File: src/rtl/fnd_scan_cntr.sv
// fnd_scan_cntr: 4-digit common-anode 7-segment scan driver, display value swapped only at frame boundaries.
// Optional define LEADING_ZERO_BLANK_EN blanks leading zero digits 3..1.
module fnd_scan_cntr #(
    parameter int SCAN_DIV = 100000
) (
    input  logic        clk,
    input  logic        reset_n,
    input  logic [15:0] value,
    input  logic [3:0]  dp,
    input  logic        value_valid,
    output logic        value_ready,
    output logic [7:0]  seg_7,
    output logic [3:0]  com
);
    localparam int CW = $clog2(SCAN_DIV);

    logic [CW-1:0] r_div;
    logic [1:0]    r_idx;
    logic [15:0]   r_pend;
    logic [15:0]   r_disp;
    logic          r_pend_full;
    logic [7:0]    r_seg;
    logic [3:0]    r_com;
    logic          w_tick;
    logic          w_frame;
    logic          w_accept;
    logic          w_blank;
    logic [3:0]    w_nib;
    logic [6:0]    w_hex;

    assign w_tick      = r_div == CW'(SCAN_DIV - 1);
    assign w_frame     = w_tick && r_idx == 2'd3;
    assign w_accept    = value_valid && !r_pend_full;
    assign w_nib       = r_disp[{r_idx, 2'b00} +: 4];
    assign value_ready = !r_pend_full;
    assign seg_7       = r_seg;
    assign com         = r_com;

`ifdef LEADING_ZERO_BLANK_EN
    logic [3:0] w_lz;
    assign w_lz[3] = r_disp[15:12] == 4'h0;
    assign w_lz[2] = w_lz[3] && r_disp[11:8] == 4'h0;
    assign w_lz[1] = w_lz[2] && r_disp[7:4] == 4'h0;
    assign w_lz[0] = 1'b0;
    assign w_blank = w_lz[r_idx];
`else
    assign w_blank = 1'b0;
`endif

    // Hex nibble to active-low {a,b,c,d,e,f,g} pattern
    always_comb begin
        case (w_nib)
            4'h0:    w_hex = 7'b0000001;
            4'h1:    w_hex = 7'b1001111;
            4'h2:    w_hex = 7'b0010010;
            4'h3:    w_hex = 7'b0000110;
            4'h4:    w_hex = 7'b1001100;
            4'h5:    w_hex = 7'b0100100;
            4'h6:    w_hex = 7'b0100000;
            4'h7:    w_hex = 7'b0001111;
            4'h8:    w_hex = 7'b0000000;
            4'h9:    w_hex = 7'b0001100;
            4'hA:    w_hex = 7'b0001000;
            4'hB:    w_hex = 7'b1100000;
            4'hC:    w_hex = 7'b0110001;
            4'hD:    w_hex = 7'b1000010;
            4'hE:    w_hex = 7'b0110000;
            default: w_hex = 7'b0111000;
        endcase
    end

    // Prescaler and digit index; index advances once per SCAN_DIV cycles
    always_ff @(posedge clk) begin
        if (!reset_n) begin
            r_div <= '0;
            r_idx <= 2'd0;
        end else begin
            r_div <= w_tick ? '0 : r_div + 1'b1;
            r_idx <= w_tick ? r_idx + 2'd1 : r_idx;
        end
    end

    // Pending slot: accept only when empty, hand over to display at a frame boundary
    always_ff @(posedge clk) begin
        if (!reset_n) begin
            r_pend      <= 16'h0000;
            r_disp      <= 16'h0000;
            r_pend_full <= 1'b0;
        end else if (w_accept) begin
            r_pend      <= value;
            r_pend_full <= 1'b1;
        end else if (w_frame && r_pend_full) begin
            r_disp      <= r_pend;
            r_pend_full <= 1'b0;
        end
    end

    // Registered segment and digit-enable outputs; dp is taken live
    always_ff @(posedge clk) begin
        if (!reset_n) begin
            r_seg <= 8'hFF;
            r_com <= 4'hF;
        end else begin
            r_seg <= {w_blank ? 7'h7F : w_hex, ~dp[r_idx]};
            r_com <= ~(4'b0001 << r_idx);
        end
    end
endmodule

File: config.mk
export PLATFORM = sky130hd
export DESIGN_NAME = fnd_scan_cntr
export DESIGN_NICKNAME = d
export VERILOG_FILES = /design/src/rtl/fnd_scan_cntr.sv
export SDC_FILE = /design/constraint.sdc
export NUM_CORES = 1
export LEC_CHECK = 0
export ABC_AREA = 1
export BUFFER_PORTS_ARGS = -buffer_cell sky130_fd_sc_hd__clkbuf_2
export CORE_AREA = 2 2 95 97
export CTS_CLUSTER_DIAMETER = 200
export DETAILED_ROUTE_END_ITERATION = 8
export DIE_AREA = 0 0 97 99
export PLACE_DENSITY = 0.61
export SLEW_MARGIN = 20
export SYNTH_ARGS = -nofsm -noshare
export SYNTH_HDL_FRONTEND = slang
export SYNTH_SLANG_ARGS = --single-unit
File: constraint.sdc
create_clock -name clk -period 4 [get_ports clk]
set_clock_uncertainty 0.05 [all_clocks]
set_input_delay 0.4 -clock clk [delete_from_list [all_inputs] [get_ports clk]]
set_output_delay 0.4 -clock clk [all_outputs]
set_load 0.02 [all_outputs]
==> results_dict.tcl, run 1 <==
set metrics [dict create \
    status "finished clean" \
    antenna_cells 0 \
    p_seq_frac 0.491 \
    setup_violations 0 \
    hold_viol 0 \
    drc 0 \
    power.internal_w 0.00104 \
    drtAntennaViolNets 0 \
    cts_hold_buf 0 \
    whs_ns 0.215 \
    yosysMostFrequentCell "nand2_1" \
    clk_latency_ns 0.35 \
    cap_violations 0 \
    ios 36 \
    first_pass_iters 5 \
    synthDistinctLibCells 26 \
    hp-class "input port to flip-flop" \
    yosysWarnings 0 \
    p_sw_w 0.000323 \
    chipHeight_um 99 \
    synth_commonest_cells "nand2_1, nor2_1, dfxtp_1, inv_1, nand3_1" \
    grt.overflow.total 0 \
    yosys-top-cells-area "dfxtp_1, nand2_1, nor2_1" \
    rsz0062_at_grt "false" \
    endpoint_kind "flip-flop" \
    arrival_ns 2.39 \
    areaGrowthSynthToFinish_pct 15.6 \
    die-area_sq_um 9600 \
    nNetsFinal 483 \
    fill_cells 889 \
    period_share 0.558 \
    worstMarginPinSlew_ns 0.929 \
    critPathLaunchType "flip-flop" \
    ir_worst_vdd_v 0.000159 \
    swShare 0.238 \
    dieWidth_um 97 \
    clkTransAtPathRegs_ns 0.08 \
    grt_pass1_wl_um 10400 \
    fin_crit_ns 2.23 \
    antenna_found_initial 0 \
    vias 2546 \
    routed_wl_um 6040 \
    grt_max_degree 49 \
    num_rows 34 \
    crit_type "flip-flop to flip-flop" \
    start_util 0.344 \
    layout-drive-gt1-share 0.154 \
    post_cts_buffers 0 \
    routabilityCongestion 0.838 \
    core_area_sq_um 8550 \
    syn_nets 450 \
    postSynthAreaPerCell_sq_um 7.08 \
    required_ns 4.16 \
    fmax_ghz 0.448 \
    p_leak_nw 1.58 \
    drt-initial-drc-count 79 \
    syn-cell-area_sq_um 2950 \
    wire_per_inst_um 10.7 \
    viasPerCell 4.53 \
    ys_seq_area_frac 0.435 \
    yosysTopAreaCellShare 0.435 \
    io_buffer_count 35 \
    relSlewSlack 0.381 \
    slew_viol_final 0 \
    synthFlopType "dfxtp_1" \
    power_frac_comb 0.044 \
    ys_ff_latch 64 \
    dp_hpwl_um 4130 \
    synth_top_area_cell "dfxtp_1" \
    synth_edf_count 0 \
    grt_pass1_vias 2304 \
    synthCells 416 \
    worstPathMaxFanout 14 \
    synthArstFlopShare 0 \
    power.density_nw_per_um2 399 \
    setup_tns_ns 0 \
    cts_buffer_depth 2 \
    cts_resized 0 \
    cts_tree "built" \
    cts_buffers 9 \
    cts_sinks 64 \
    ctsHtreeMaxLevel 3 \
    cts-root-buf "clkbuf_8" \
    p_clk_frac 0.465 \
    grt_usage 0.132 \
]
power by group through the flow:
stage	combinational [W]	clock [W]	sequential, W
2_1_floorplan	0.0000347	0	0.000685
3_3_place_gp	0.0000596	0	0.000683
3_5_place_dp	0.0000608	0	0.000683
4_1_cts	0.0000612	0.000647	0.000668
5_1_grt	0.0000688	0.000684	0.000670
6_report	0.0000597	0.000632	0.000668
worst max-delay path, cell delays in order, from the launching register on:
cell	delay [ns]
dfxtp_1	0.61
inv_1	0.32
nand2_1	0.13
nand3_1	0.08
nand2_1	0.20
inv_1	0.11
ha_1	0.27
nand2_1	0.11
o21ai_0	0.08
nand2_1	0.06
nand3_1	0.07
area by class of cell:
type                            instances  area, sq um  area share
Tap cell                              108          135      0.0397
Sequential cell                        64         1280       0.376
Clock buffer                            9          124      0.0364
Inverter                               46          173      0.0507
Multi-Input combinational cell        293         1410       0.415
Timing Repair Buffer                   35          175      0.0515
Clock inverter                          7          104      0.0305
path summary, 6_finish.rpt:
check / startpoint / to / slack, ns / cells past startpoint
worst max-delay path: r_idx[0]$_SDFFE_PN0N_ / seg_7[4]$_SDFF_PN1_ / 1.77 / 10
worst min-delay path: value[12] / r_pend[12]$_SDFFE_PN0P_ / 0.22 / 3
worst max register to register: r_idx[0]$_SDFFE_PN0N_ / seg_7[4]$_SDFF_PN1_ / 1.77 / 10
worst min register to register: r_div[0]$_SDFF_PP0_ / r_div[0]$_SDFF_PP0_ / 0.41 / 1
layer usage:
| layer | wire, um | GRT usage | vias to the layer above |
|---|---|---|---|
| met5 | 0 | 0 | - |
| met4 | 127 | 0.0683 | 0 |
| met3 | 261 | 0.0270 | 11 |
| met2 | 2570 | 0.199 | 49 |
| met1 | 3080 | 0.180 | 1119 |
| li1 | - | - | 1367 |
cells in the final DEF (no fill, tap or decap), drive strengths merged:
cell / netlist / final
bufinv: 0 / 2
nor2: 92 / 92
xor2: 3 / 3
nand2: 101 / 101
clkbuf: 4 / 44
o21ai: 23 / 23
xnor2: 3 / 3
o211ai: 2 / 2
nand4: 8 / 8
nor3: 7 / 7
or2: 1 / 1
and2: 1 / 1
dfxtp: 64 / 64
a21oi: 11 / 11
inv: 46 / 47
nand3: 29 / 29
o22ai: 1 / 1
ha: 11 / 11
clkinv: 0 / 4
kinds of logic (layout without fill, tap and decap cells):
group,count (synthesis),after routing,share of synthesized area
xor+xnor,6,6,0.0178
fa+ha+maj,11,11,0.0467
compound gates,37,37,0.0650
buf+inv,59,97,0.0854
simple gates,239,239,0.350
flops,64,64,0.435
flip-flops by register name, summed over array words and instances, names as in the netlist:
register and cells:
r_pend 16, r_div 17, r_pend_full 1, r_idx 2
r_disp 16, com 4, seg_7 8
stage by stage:
step	setup WS [ns]	total power (W)	utilization	cell area, sq um	cells
finish	1.77	0.00136	0.398	3400	562
global route	1.47	0.00142	0.398	3400	562
CTS	1.76	0.00138	0.398	3400	562
detailed placement	1.77	0.000743	0.372	3180	546
global placement	1.83	0.000742	0.372	3180	546
floorplan	2.37	0.000719	-	2950	416
(Power assumes the default switching activity.)
==> inputs of run 2 (changes only) <==
- clock period: 4 -> 2.33 ns (I/O delays scaled with it)
==> results_dict.tcl, run 2 (same netlist as run 1, synthesis figures left out) <==
set metrics [dict create \
    top_usage_layer "met2" \
    vias 2530 \
    nNetsFinal 486 \
    areaGrowthSynthToFinish_pct 17.1 \
    rr_startpoint "r_idx[1]$_SDFFE_PN0N_" \
    post_cts_buffers 0 \
    antenna_cells 0 \
    grt_max_degree 34 \
    critPathLaunchType "flip-flop" \
    cts_sinks 64 \
    arrival_ns 2.11 \
    hold_viol 0 \
    core_area_sq_um 8550 \
    drtAntennaViolNets 0 \
    rsz0062_at_grt "false" \
    relSlewSlack 0.444 \
    cts_hold_buf 0 \
    use_met1 0.191 \
    io_buffer_count 35 \
    start_util 0.344 \
    swShare 0.227 \
    final_cell_mix "nand2_1, nor2_1, dfxtp_1" \
    hp-class "input port to flip-flop" \
    num_rows 34 \
    viasPerCell 4.48 \
    routabilityCongestion 0.813 \
    fin_crit_ns 1.93 \
    grtUsageMet2 0.204 \
    status "finished clean" \
    cts_buffers 9 \
    largest_register_ffs 17 \
    grt_pass1_wl_um 10900 \
    rrSetupSlack_ns 0.40 \
    routed_wl_um 6070 \
    die-area_sq_um 9600 \
    crit_slowest_cell "dfxtp_1" \
    cap_violations 0 \
    first_pass_iters 6 \
    min_path_cells 3 \
    cp_common_cell "nor2_1" \
    power_frac_comb 0.044 \
    final_common_cell "nand2_1" \
    worstMarginPinSlew_ns 0.831 \
    slew_viol_final 0 \
    worstPathMaxFanout 33 \
    ir_worst_vdd_v 0.000297 \
    reg2reg_depth 6 \
    grt_pass1_vias 2389 \
    place_area_sq_um 3200 \
    ctsHtreeMaxLevel 3 \
    grt.overflow.total 0 \
    antenna_found_initial 0 \
    power.internal_w 0.00189 \
    drt-initial-drc-count 101 \
    p_sw_w 0.000555 \
    setup_violations 0 \
    dieWidth_um 97 \
    r2r_end "r_disp[2]$_SDFFE_PN0P_" \
    cts_resized 0 \
    cts_buffer_depth 2 \
    wire_per_inst_um 10.7 \
    min_to "r_pend[15]$_SDFFE_PN0P_" \
    largest_register "r_div" \
    period_share 0.829 \
    clkTransAtPathRegs_ns 0.08 \
    cts_tree "built" \
    grt_usage 0.137 \
    chipHeight_um 99 \
    reg.largest.list "r_div: 17 flops, r_disp: 16 flops, r_pend: 16 flops" \
    fmax_ghz 0.518 \
    clk_latency_ns 0.34 \
    power.density_nw_per_um2 710 \
    cts-root-buf "clkbuf_8" \
    required_ns 2.51 \
    p_seq_frac 0.468 \
    ios 36 \
    setup_tns_ns 0 \
    endpoint_kind "flip-flop" \
    crit_type "flip-flop to flip-flop" \
    dp_hpwl_um 4270 \
    slowest_delay_ns 0.53 \
    cp_cell_sequence "ha_1, nand2_1, inv_1, nand4_4, nor2_1, nor2_1" \
    drc 0 \
    finalInstanceArea_sq_um 3450 \
    p_clk_frac 0.488 \
    use_met3 0.0291 \
    hp-start "value[15]" \
    p_leak_nw 1.61 \
    layout-drive-gt1-share 0.160 \
]
## run 2: per-stage QoR
stage	hold slack (ns)	setup WS (ns)	power, W	cells	util
6_report	0.0642	0.398	0.00245	565	0.403
5_1_grt	0.0556	0.0357	0.00255	565	0.403
4_1_cts	0.0455	0.389	0.00248	565	0.403
3_5_place_dp	0.397	0.414	0.00128	549	0.374
3_3_place_gp	0.384	0.345	0.00128	549	0.374
2_1_floorplan	0.316	0.705	0.00123	416	-
## run 2: worst max path at each step
stage / start / to / slack, ns / cells past startpoint
2_1_floorplan: r_idx[0]$_SDFFE_PN0N_ / seg_7[4]$_SDFF_PN1_ / 0.70 / 11
3_3_place_gp: r_idx[1]$_SDFFE_PN0N_ / r_disp[2]$_SDFFE_PN0P_ / 0.34 / 6
3_5_place_dp: value_valid / r_pend[0]$_SDFFE_PN0P_ / 0.41 / 6
4_1_cts: r_idx[1]$_SDFFE_PN0N_ / r_disp[2]$_SDFFE_PN0P_ / 0.39 / 6
5_1_grt: r_pend_full$_SDFFE_PN0P_ / r_pend[3]$_SDFFE_PN0P_ / 0.04 / 4
6_report: r_idx[1]$_SDFFE_PN0N_ / r_disp[2]$_SDFFE_PN0P_ / 0.40 / 6
## run 2: per-layer routing
metal	wire (um)	up-vias
li1	-	1372
met1	3220	1102
met2	2530	50
met3	235	6
met4	79	0
met5	0	-
## run 2: critical path: cells and delay by family (launching register included)
kind / cells / cell delay (ns)
buffers and inverters: 1 / 0.11
flip-flops: 1 / 0.53
AND/OR/NAND/NOR: 4 / 0.83
adder cells (fa/ha/maj): 1 / 0.30
## run 2: area by class of cell
type	instances	area (sq um)
clock inverter	7	125
inverter	46	173
fill	921	5100
multi-input combinational	293	1410
sequential	64	1280
tap	108	135
clock buffer	9	124
timing repair buffer	38	198
## run 2: power groups by stage
stage               Clock, W  Combinational, W  Sequential [W]
finish               0.00119          0.000107         0.00115
floorplan                  0         0.0000596         0.00118
CTS                  0.00123          0.000109         0.00115
global route         0.00127          0.000124         0.00115
detailed placement         0          0.000108         0.00117
global placement           0          0.000107         0.00117
==> inputs of run 3 (changes only) <==
- PLACE_DENSITY: 0.61 -> 0.63
- clock period: 2.33 -> 1.7 ns (I/O delays scaled with it)
==> results_dict.tcl, run 3 (same netlist as run 1, synthesis figures left out) <==
set metrics [dict create \
    num_rows 34 \
    ios 36 \
    start_util 0.344 \
    routed_wl_um 6090 \
    cap_violations 0 \
    critPathLaunchType "flip-flop" \
    drc 0 \
    grt_max_degree 34 \
    post_cts_buffers 0 \
    vias 2611 \
    p_seq_frac 0.493 \
    p_clk_frac 0.453 \
    ir_worst_vdd_v 0.000442 \
    antenna_cells 0 \
    grt.overflow.total 0 \
    reg.largest.list "r_div: 17 flops, r_disp: 16 flops, r_pend: 16 flops" \
    nNetsFinal 504 \
    fin_crit_ns 1.58 \
    largest_register "r_div" \
    power.internal_w 0.00245 \
    finalInstanceArea_sq_um 3610 \
    areaGrowthSynthToFinish_pct 22.4 \
    hold_viol 0 \
    postLayoutCoreUtil 0.422 \
    cts_sinks 64 \
    core_area_sq_um 8550 \
    wire_per_inst_um 10.4 \
    final_cell_mix "nand2_1, nor2_1, dfxtp_1" \
    power_frac_comb 0.054 \
    cts_buffers 9 \
    p_leak_nw 1.67 \
    dp_hpwl_um 4230 \
    antenna_found_initial 0 \
    clk_latency_ns 0.35 \
    place_area_sq_um 3250 \
    setup_tns_ns 0 \
    relSlewSlack 0.698 \
    ctsHtreeMaxLevel 3 \
    viasPerCell 4.48 \
    dieWidth_um 97 \
    clkTransAtPathRegs_ns 0.07 \
    swShare 0.232 \
    routabilityCongestion 0.781 \
    cts-root-buf "clkbuf_8" \
    layout-drive-gt1-share 0.173 \
    required_ns 1.89 \
    chipHeight_um 99 \
    dp_slack_ns -0.0320 \
    status "finished clean" \
    period_share 0.927 \
    final_common_cell "nand2_1" \
    setup_violations 0 \
    drt-initial-drc-count 102 \
    die-area_sq_um 9600 \
    cts_tree "built" \
    io_buffer_count 35 \
    p_sw_w 0.000738 \
    power.density_nw_per_um2 883 \
    crit_type "flip-flop to flip-flop" \
    drtAntennaViolNets 0 \
    slew_viol_final 0 \
    endpoint_kind "flip-flop" \
    finalWorstSetupSlack_ns 0.124 \
    fmax_ghz 0.634 \
    first_pass_iters 4 \
    arrival_ns 1.77 \
    grt_usage 0.135 \
    grt_pass1_vias 2500 \
    grt_pass1_wl_um 10800 \
    largest_register_ffs 17 \
    worstMarginPinSlew_ns 0.453 \
    worstPathMaxFanout 8 \
    hp-class "input port to flip-flop" \
    cts_buffer_depth 2 \
]
## run 3: worst paths after layout
| path | startpoint | end | slack, ns | cells past startpoint |
|---|---|---|---|---|
| setup / recovery | r_idx[0]$_SDFFE_PN0N_ | seg_7[4]$_SDFF_PN1_ | 0.12 | 9 |
| hold / removal | value[12] | r_pend[12]$_SDFFE_PN0P_ | 0.003 | 3 |
| setup reg to reg | r_idx[0]$_SDFFE_PN0N_ | seg_7[4]$_SDFF_PN1_ | 0.12 | 9 |
| hold reg to reg | r_div[0]$_SDFF_PP0_ | r_div[0]$_SDFF_PP0_ | 0.40 | 1 |
## run 3: repair_timing
item                       4_1_cts  5_1_grt
cloned                           0        0
hold buffers                    13        0
hold endpoints to repair        13        0
resized for setup                1        4
setup endpoints to repair        2        7
## run 3: power groups by stage
stage	sequential (W)	clock [W]	combinational (W)
3_3_place_gp	0.00160	0	0.000147
5_1_grt	0.00158	0.00153	0.000195
3_5_place_dp	0.00160	0	0.000149
2_1_floorplan	0.00161	0	0.0000817
6_report	0.00157	0.00144	0.000171
4_1_cts	0.00157	0.00148	0.000173
## run 3: critical path, cell delays in order, from the launching register on
cell     delay [ns]
dfxtp_1        0.34
buf_4          0.16
nand2_1        0.06
nand3_1        0.07
and2_4         0.18
ha_1           0.30
nand2_1        0.08
o21ai_0        0.09
nand2_1        0.07
nand3_1        0.06
## run 3: through the flow
step / std cells / power [W] / hold WS [ns]
floorplan: 416 / 0.00169 / 0.253
global placement: 554 / 0.00175 / 0.345
detailed placement: 554 / 0.00175 / 0.347
CTS: 583 / 0.00322 / 0.00136
global route: 583 / 0.00330 / 0.0119
finish: 583 / 0.00319 / 0.00296
## run 3: cell type report
type / instances / area, sq um
clock buffer: 9 / 124
clock inverter: 7 / 96.3
fill: 867 / 4940
inverter: 46 / 173
multi-input combinational: 293 / 1420
sequential: 64 / 1280
tap: 108 / 135
timing repair buffer: 56 / 378
## run 3: metal layers
layer  GRT usage  wire length, um  vias up
met1       0.172             3110     1138
met5           0                0        -
met3      0.0383              329        5
met4      0.0672               92        0
met2       0.210             2550       62
li1            -                -     1406
